==> config.mk <==
export PLATFORM = sky130hd
export DESIGN_NAME = rvm_test_monitor
export DESIGN_NICKNAME = d
export VERILOG_FILES = /design/src/rtl/rvm_test_monitor.sv
export SDC_FILE = /design/constraint.sdc
export NUM_CORES = 1
export LEC_CHECK = 0
export BUFFER_PORTS_ARGS = -buffer_cell sky130_fd_sc_hd__buf_2
export CAP_MARGIN = 20
export CORE_MARGIN = 4
export CORE_UTILIZATION = 50
export CTS_CLUSTER_DIAMETER = 40
export DETAILED_ROUTE_END_ITERATION = 10
export GPL_TIMING_DRIVEN = 0
export HOLD_SLACK_MARGIN = 0.05
export PLACE_DENSITY = 0.82
export SLEW_MARGIN = 20
export SYNTH_ARGS = -nofsm -noshare
export SYNTH_HDL_FRONTEND = slang
export SYNTH_SLANG_ARGS = --single-unit
export TNS_END_PERCENT = 1
==> constraint.sdc <==
create_clock -name clk -period 2.9 [get_ports clk]
set_input_delay 0 -clock clk [delete_from_list [all_inputs] [get_ports clk]]
set_output_delay 0 -clock clk [all_outputs]
set_load 0.02 [all_outputs]
==> src/rtl/rvm_test_monitor.sv <==
// rvm_test_monitor
//   Run-control and completion monitor placed beside a core on the
//   instruction-fetch bus. It compares each accepted fetch address against
//   NUM_WATCH programmable watch entries (halt / pass / fail), counts run
//   cycles and valid fetches, applies a programmable cycle timeout, and
//   latches a single sticky verdict.
//
// Ports
//   clk          core clock, rising-edge active
//   reset        asynchronous active-high reset
//   clear        synchronous clear back to IDLE with counters/verdict zeroed
//   enable       run gate; counting and triggering only while high in RUN
//   mon_valid    fetch address valid (accepted) this cycle
//   mon_addr     fetch address
//   watch_addr   flattened watch addresses, entry k at [k*ADDR_W +: ADDR_W]
//   watch_kind   per entry 2 bits: 00 off, 01 halt, 10 pass, 11 fail
//   max_cycles   RUN-cycle limit, 0 disables the timeout
//   running      FSM in RUN
//   finished     FSM in DONE
//   pass/fail/halt/timeout  one-hot sticky verdict flags
//   cause_idx    triggering watch entry, 0 on timeout
//   cycle_count  RUN cycles elapsed (saturating)
//   fetch_count  valid fetches seen in RUN (saturating)
//
// FSM states
//   state   | meaning
//   IDLE    | not running, counters frozen (reset/clear or paused)
//   RUN     | counting cycles/fetches, watching for triggers
//   DONE    | verdict latched, sticky until reset or clear

module rvm_test_monitor #(
  parameter int ADDR_W    = 32,
  parameter int NUM_WATCH = 4,
  parameter int IDX_W     = 2,
  parameter int CNT_W     = 32,
  parameter int HIT_COUNT = 1
) (
  input  logic                        clk,
  input  logic                        reset,
  input  logic                        clear,
  input  logic                        enable,
  input  logic                        mon_valid,
  input  logic [ADDR_W-1:0]           mon_addr,
  input  logic [NUM_WATCH*ADDR_W-1:0] watch_addr,
  input  logic [NUM_WATCH*2-1:0]      watch_kind,
  input  logic [CNT_W-1:0]            max_cycles,
  output logic                        running,
  output logic                        finished,
  output logic                        pass,
  output logic                        fail,
  output logic                        halt,
  output logic                        timeout,
  output logic [IDX_W-1:0]            cause_idx,
  output logic [CNT_W-1:0]            cycle_count,
  output logic [CNT_W-1:0]            fetch_count
);

  localparam logic [1:0] KIND_OFF  = 2'b00;
  localparam logic [1:0] KIND_HALT = 2'b01;
  localparam logic [1:0] KIND_PASS = 2'b10;
  localparam logic [1:0] KIND_FAIL = 2'b11;

  localparam logic [7:0] HIT_TARGET = 8'(HIT_COUNT);

  typedef enum logic [1:0] {
    ST_IDLE = 2'd0,
    ST_RUN  = 2'd1,
    ST_DONE = 2'd2
  } state_t;

  state_t state;
  state_t state_next;

  logic             active;
  logic             match_hit;
  logic [IDX_W-1:0] match_idx;
  logic [1:0]       match_kind;
  logic [7:0]       streak_cnt;
  logic [7:0]       streak_cnt_next;
  logic [IDX_W-1:0] streak_idx;
  logic [IDX_W-1:0] streak_idx_next;
  logic             watch_fire;
  logic             timeout_fire;

  // A RUN cycle with enable low is the pause cycle: it neither counts nor
  // triggers, it only takes the FSM back to IDLE.
  assign active = (state == ST_RUN) && enable;

  // Scan from the top entry down so the lowest matching index is the one
  // left standing; duplicate addresses resolve to the lower entry.
  always_comb begin
    match_hit  = 1'b0;
    match_idx  = '0;
    match_kind = KIND_OFF;
    for (int k = NUM_WATCH - 1; k >= 0; k--) begin
      if ((watch_kind[k*2 +: 2] != KIND_OFF) &&
          (mon_addr == watch_addr[k*ADDR_W +: ADDR_W])) begin
        match_hit  = 1'b1;
        match_idx  = IDX_W'(k);
        match_kind = watch_kind[k*2 +: 2];
      end
    end
  end

  // Streak of consecutive valid fetches on the same entry. Stall cycles
  // hold it so a stalled fetch does not break the run of hits.
  always_comb begin
    streak_cnt_next = streak_cnt;
    streak_idx_next = streak_idx;
    if (active && mon_valid) begin
      if (match_hit) begin
        if ((match_idx == streak_idx) && (streak_cnt != 8'd0)) begin
          if (streak_cnt != 8'hFF) begin
            streak_cnt_next = streak_cnt + 8'd1;
          end
        end else begin
          streak_cnt_next = 8'd1;
          streak_idx_next = match_idx;
        end
      end else begin
        streak_cnt_next = 8'd0;
      end
    end
  end

  assign watch_fire   = active && mon_valid && match_hit &&
                        (streak_cnt_next == HIT_TARGET);
  // Compare against max_cycles-1 so the limit-th RUN cycle is the last one
  // counted and the final count equals max_cycles.
  assign timeout_fire = active && (max_cycles != '0) &&
                        (cycle_count == (max_cycles - CNT_W'(1)));

  always_ff @(posedge clk or posedge reset) begin
    if (reset) begin
      state <= ST_IDLE;
    end else if (clear) begin
      state <= ST_IDLE;
    end else begin
      state <= state_next;
    end
  end

  always_comb begin
    state_next = state;
    case (state)
      ST_IDLE: begin
        if (enable) begin
          state_next = ST_RUN;
        end
      end
      ST_RUN: begin
        if (watch_fire || timeout_fire) begin
          state_next = ST_DONE;
        end else if (!enable) begin
          state_next = ST_IDLE;
        end
      end
      ST_DONE: begin
        state_next = ST_DONE;
      end
      default: begin
        state_next = ST_IDLE;
      end
    endcase
  end

  always_ff @(posedge clk or posedge reset) begin
    if (reset) begin
      cycle_count <= '0;
      fetch_count <= '0;
      streak_cnt  <= 8'd0;
      streak_idx  <= '0;
    end else if (clear) begin
      cycle_count <= '0;
      fetch_count <= '0;
      streak_cnt  <= 8'd0;
      streak_idx  <= '0;
    end else begin
      streak_cnt <= streak_cnt_next;
      streak_idx <= streak_idx_next;
      if (active) begin
        if (cycle_count != '1) begin
          cycle_count <= cycle_count + CNT_W'(1);
        end
        if (mon_valid && (fetch_count != '1)) begin
          fetch_count <= fetch_count + CNT_W'(1);
        end
      end
    end
  end

  // Watch trigger outranks a coincident timeout; only one flag is ever set
  // because the FSM leaves RUN on the same edge.
  always_ff @(posedge clk or posedge reset) begin
    if (reset) begin
      pass      <= 1'b0;
      fail      <= 1'b0;
      halt      <= 1'b0;
      timeout   <= 1'b0;
      cause_idx <= '0;
    end else if (clear) begin
      pass      <= 1'b0;
      fail      <= 1'b0;
      halt      <= 1'b0;
      timeout   <= 1'b0;
      cause_idx <= '0;
    end else if (watch_fire) begin
      cause_idx <= match_idx;
      pass      <= (match_kind == KIND_PASS);
      fail      <= (match_kind == KIND_FAIL);
      halt      <= (match_kind == KIND_HALT);
    end else if (timeout_fire) begin
      cause_idx <= '0;
      timeout   <= 1'b1;
    end
  end

  assign running  = (state == ST_RUN);
  assign finished = (state == ST_DONE);

endmodule

==> flow_metrics.py <==
metrics = {
    "timing": {
        "tightest_slew_ps": 820,
        "finalCritPeriodShare": 0.960,
        "whs_ps": 234,
        "hold_viol_final": 0,
        "max_freq_ghz": 0.359,
        "finalClockSkew_ps": 10.5,
        "min_period_ps": 2780,
        "report.final.slew_viol_count": 0,
        "rsz0062_at_grt": "true",
        "relSlewSlack": 0.447,
        "setup_viol": 0,
    },
    "clocking": {
        "clock_path_buffers": 2,
        "cts_tree": "built",
        "root_buffer": "clkbuf_16",
        "worstSkewPairLatency_ps": 340,
        "cts.clk_slew.worst_paths_ps": 60,
        "cts-htree-levels": 3,
        "cts_sinks": 82,
        "cts_made_buffers": 9,
    },
    "synthesis": {
        "netlist_instances": 854,
        "ys_types": 62,
        "synth-edff-count": 0,
        "syn_avg_cell_area_um2": 8.29,
        "ys_warn_count": 0,
        "synth_largest_area_cell": "dfrtp_1",
        "synthSimpleGateAreaFrac": 0.296,
        "ys.flop_type": "dfrtp_1",
        "synth_top_family_by_area": "simple AND/OR/NAND/NOR gates",
        "synthMuxAreaShare": 0.0187,
        "synth_most_common_cell": "xor2_1",
        "synth_nets": 1064,
        "yosysSeqAreaShare": 0.290,
        "synth_commonest_cells": "xor2_1 (182), nor2_1 (106), dfrtp_1 (82)",
        "yosysTopAreaCellShare": 0.290,
        "synthXorXnorAreaFrac": 0.279,
        "async_flop_share": 1.00,
        "synth_fa_ha_area_frac": 0.00883,
        "synth_compound_area_frac": 0.0850,
        "netlist_area_um2": 7080,
        "yosys-top-cells-area": "dfrtp_1 (29%), xor2_1 (23%), nor2_1 (5.6%)",
        "synth_seq_cells": 82,
    },
    "power_and_ir_drop": {
        "internal_power_mw": 2.14,
        "p_clk_frac": 0.419,
        "leakage_nw": 4.19,
        "power_density_nw_per_um2": 321,
        "combPwrFrac": 0.189,
        "pwr-share-seq": 0.392,
        "vdd_drop_max_v": 0.000356,
        "switchingPower_mw": 0.795,
        "power_switching_share": 0.271,
    },
    "detailed_routing": {
        "via_per_inst": 5.73,
        "wl_per_cell_um": 18.0,
        "routed_wl_um": 23900,
        "drtAntennaViolNets": 0,
        "num_vias": 7619,
        "drt_iter0_drc": 704,
        "drc_errors": 0,
        "first_pass_iters": 5,
    },
    "die": {
        "rows": 43,
        "die_y_um": 127,
        "core_um2": 13900,
        "dieWidth_um": 127,
        "start_util": 0.510,
        "dieArea_um2": 16100,
        "io_pins": 277,
    },
    "hold_path": {
        "hp-class": "input pin to async pin",
    },
    "setup_path": {
        "worstRegToRegCells": 8,
        "crit_required_ps": 3120,
        "r2r_start": "fetch_count[6]",
        "r2r_end": "fetch_count[27]",
        "cp.arrival_ps": 3000,
        "crit_path_start_kind": "input pin",
        "r2r_setup_slack_ps": 140,
        "setup.worst_path.class": "input pin to register",
        "path_max_fanout": 7,
        "cp-end-kind": "register",
    },
    "run_status": {
        "status": "finished clean",
    },
    "placed_design": {
        "placed_cells": 1309,
        "place.gp.congestion": 0.964,
        "dpl.hpwl_um": 19300,
        "portBuffers": 274,
    },
    "global_routing": {
        "overflow": 0,
        "grt_pass1_wl_um": 37300,
        "grt_pass1_vias": 7123,
        "antenna_found_initial": 0,
        "track_usage": 0.286,
        "grt_max_degree": 53,
    },
    "final_layout": {
        "stdcell_count": 1329,
        "antenna_cells": 0,
        "final_layout_size_suffix_gt1_frac": 0.272,
        "final_nets": 1354,
        "fillCellCount": 1212,
        "area_growth_pct": 29.0,
    },
    "run": {
        "cap_violations": 0,
    },
}
## cells in the final DEF (no fill, tap or decap), types with 4 or more instances in the layout
| master | count |
|---|---|
| buf_2 | 274 |
| xor2_1 | 182 |
| nor2_1 | 106 |
| dfrtp_1 | 82 |
| nand2_1 | 55 |
| nand3_1 | 48 |
| xnor2_1 | 44 |
| nor4_1 | 36 |
| nand4_1 | 34 |
| nor3_1 | 34 |
| clkbuf_1 | 28 |
| or3_1 | 20 |
| a21oi_1 | 16 |
| inv_1 | 15 |
| o21ai_0 | 15 |
| and3_1 | 12 |
| and4_1 | 11 |
| mux2i_1 | 10 |
| clkbuf_16 | 9 |
| a211oi_1 | 7 |
| nor4_2 | 6 |
| a31oi_1 | 6 |
| nor2b_1 | 6 |
| o211ai_1 | 5 |
| or4_1 | 5 |
| o2111ai_1 | 5 |
| ha_1 | 5 |
| nand2b_1 | 4 |
## area by class of cell
cell class	instances	area, um2	area share
Buffer	27	101	0.0111
Multi-Input combinational cell	729	4940	0.541
Timing Repair Buffer	279	1440	0.157
Clock inverter	6	90.1	0.00986
Inverter	16	62.6	0.00685
Clock buffer	10	229	0.0251
Tap cell	180	225	0.0247
Sequential cell	82	2050	0.225
## layer usage
layer	vias up	global-route usage	part of all wire
li1	3637	-	-
met1	3643	0.418	0.45
met2	303	0.455	0.46
met3	36	0.0431	0.067
met4	0	0.0587	0.015
met5	-	0	0
## timing repair
action	in CTS	in global routing
pin swaps	0	1
resized for setup	1	9
endpoints found under the hold margin	32	0
hold buffers	3	0
cloned	0	0
setup buffers	0	1
endpoints found under the setup margin	5	27
## worst max path at each step
stage | endpoint | cells after the start | slack (ps) | from
6_report | fail | 9 | 120 | mon_addr[7]
5_1_grt | fetch_count[30] | 8 | -110 | fetch_count[7]
4_1_cts | state[1] | 9 | 4 | mon_addr[7]
3_5_place_dp | cause_idx[0] | 12 | -430 | max_cycles[0]
3_3_place_gp | cause_idx[0] | 12 | -340 | max_cycles[0]
2_1_floorplan | fetch_count[27] | 8 | 310 | fetch_count[6]
## critical path: stages
cell	delay, ps
buf_2	140
xor2_1	170
nor4_2	400
nand3_1	180
or4_1	700
a211oi_4	400
mux2i_4	380
a31o_2	280
mux2_1	340
## cells by family after synthesis
group                    Yosys count
AO/OA/AOI/OAI                     83
XOR/XNOR                         226
adder cells (fa/ha/maj)            5
buffers and inverters             43
flip-flops                        82
multiplexers                      13
AND/OR/NAND/NOR                  402
## sequential cells by signal (all words and copies together), names as in the netlist
signal / flops
streak_cnt: 8
halt: 1
cycle_count: 32
pass: 1
timeout: 1
streak_idx: 2
state: 2
cause_idx: 2
fetch_count: 32
fail: 1
## power groups by stage
stage               sequential [mW]  combinational (mW)  clock [mW]
global placement               1.17               0.522           0
CTS                            1.15               0.543        1.25
floorplan                      1.17               0.245           0
finish                         1.15               0.555        1.23
global route                   1.15               0.604        1.30
detailed placement             1.17               0.536           0
## metrics by stage
step	util	total power [mW]	setup slack, ps	TNS, ps	area (um2)
global placement	0.625	1.69	-344	-17060	8680
CTS	0.654	2.94	4.32	0	9070
finish	0.658	2.93	116	0	9140
floorplan	-	1.42	310	0	7080
global route	0.658	3.05	-108	-353	9140
detailed placement	0.628	1.71	-430	-4240	8720
Power figures use the tool's default switching activity.
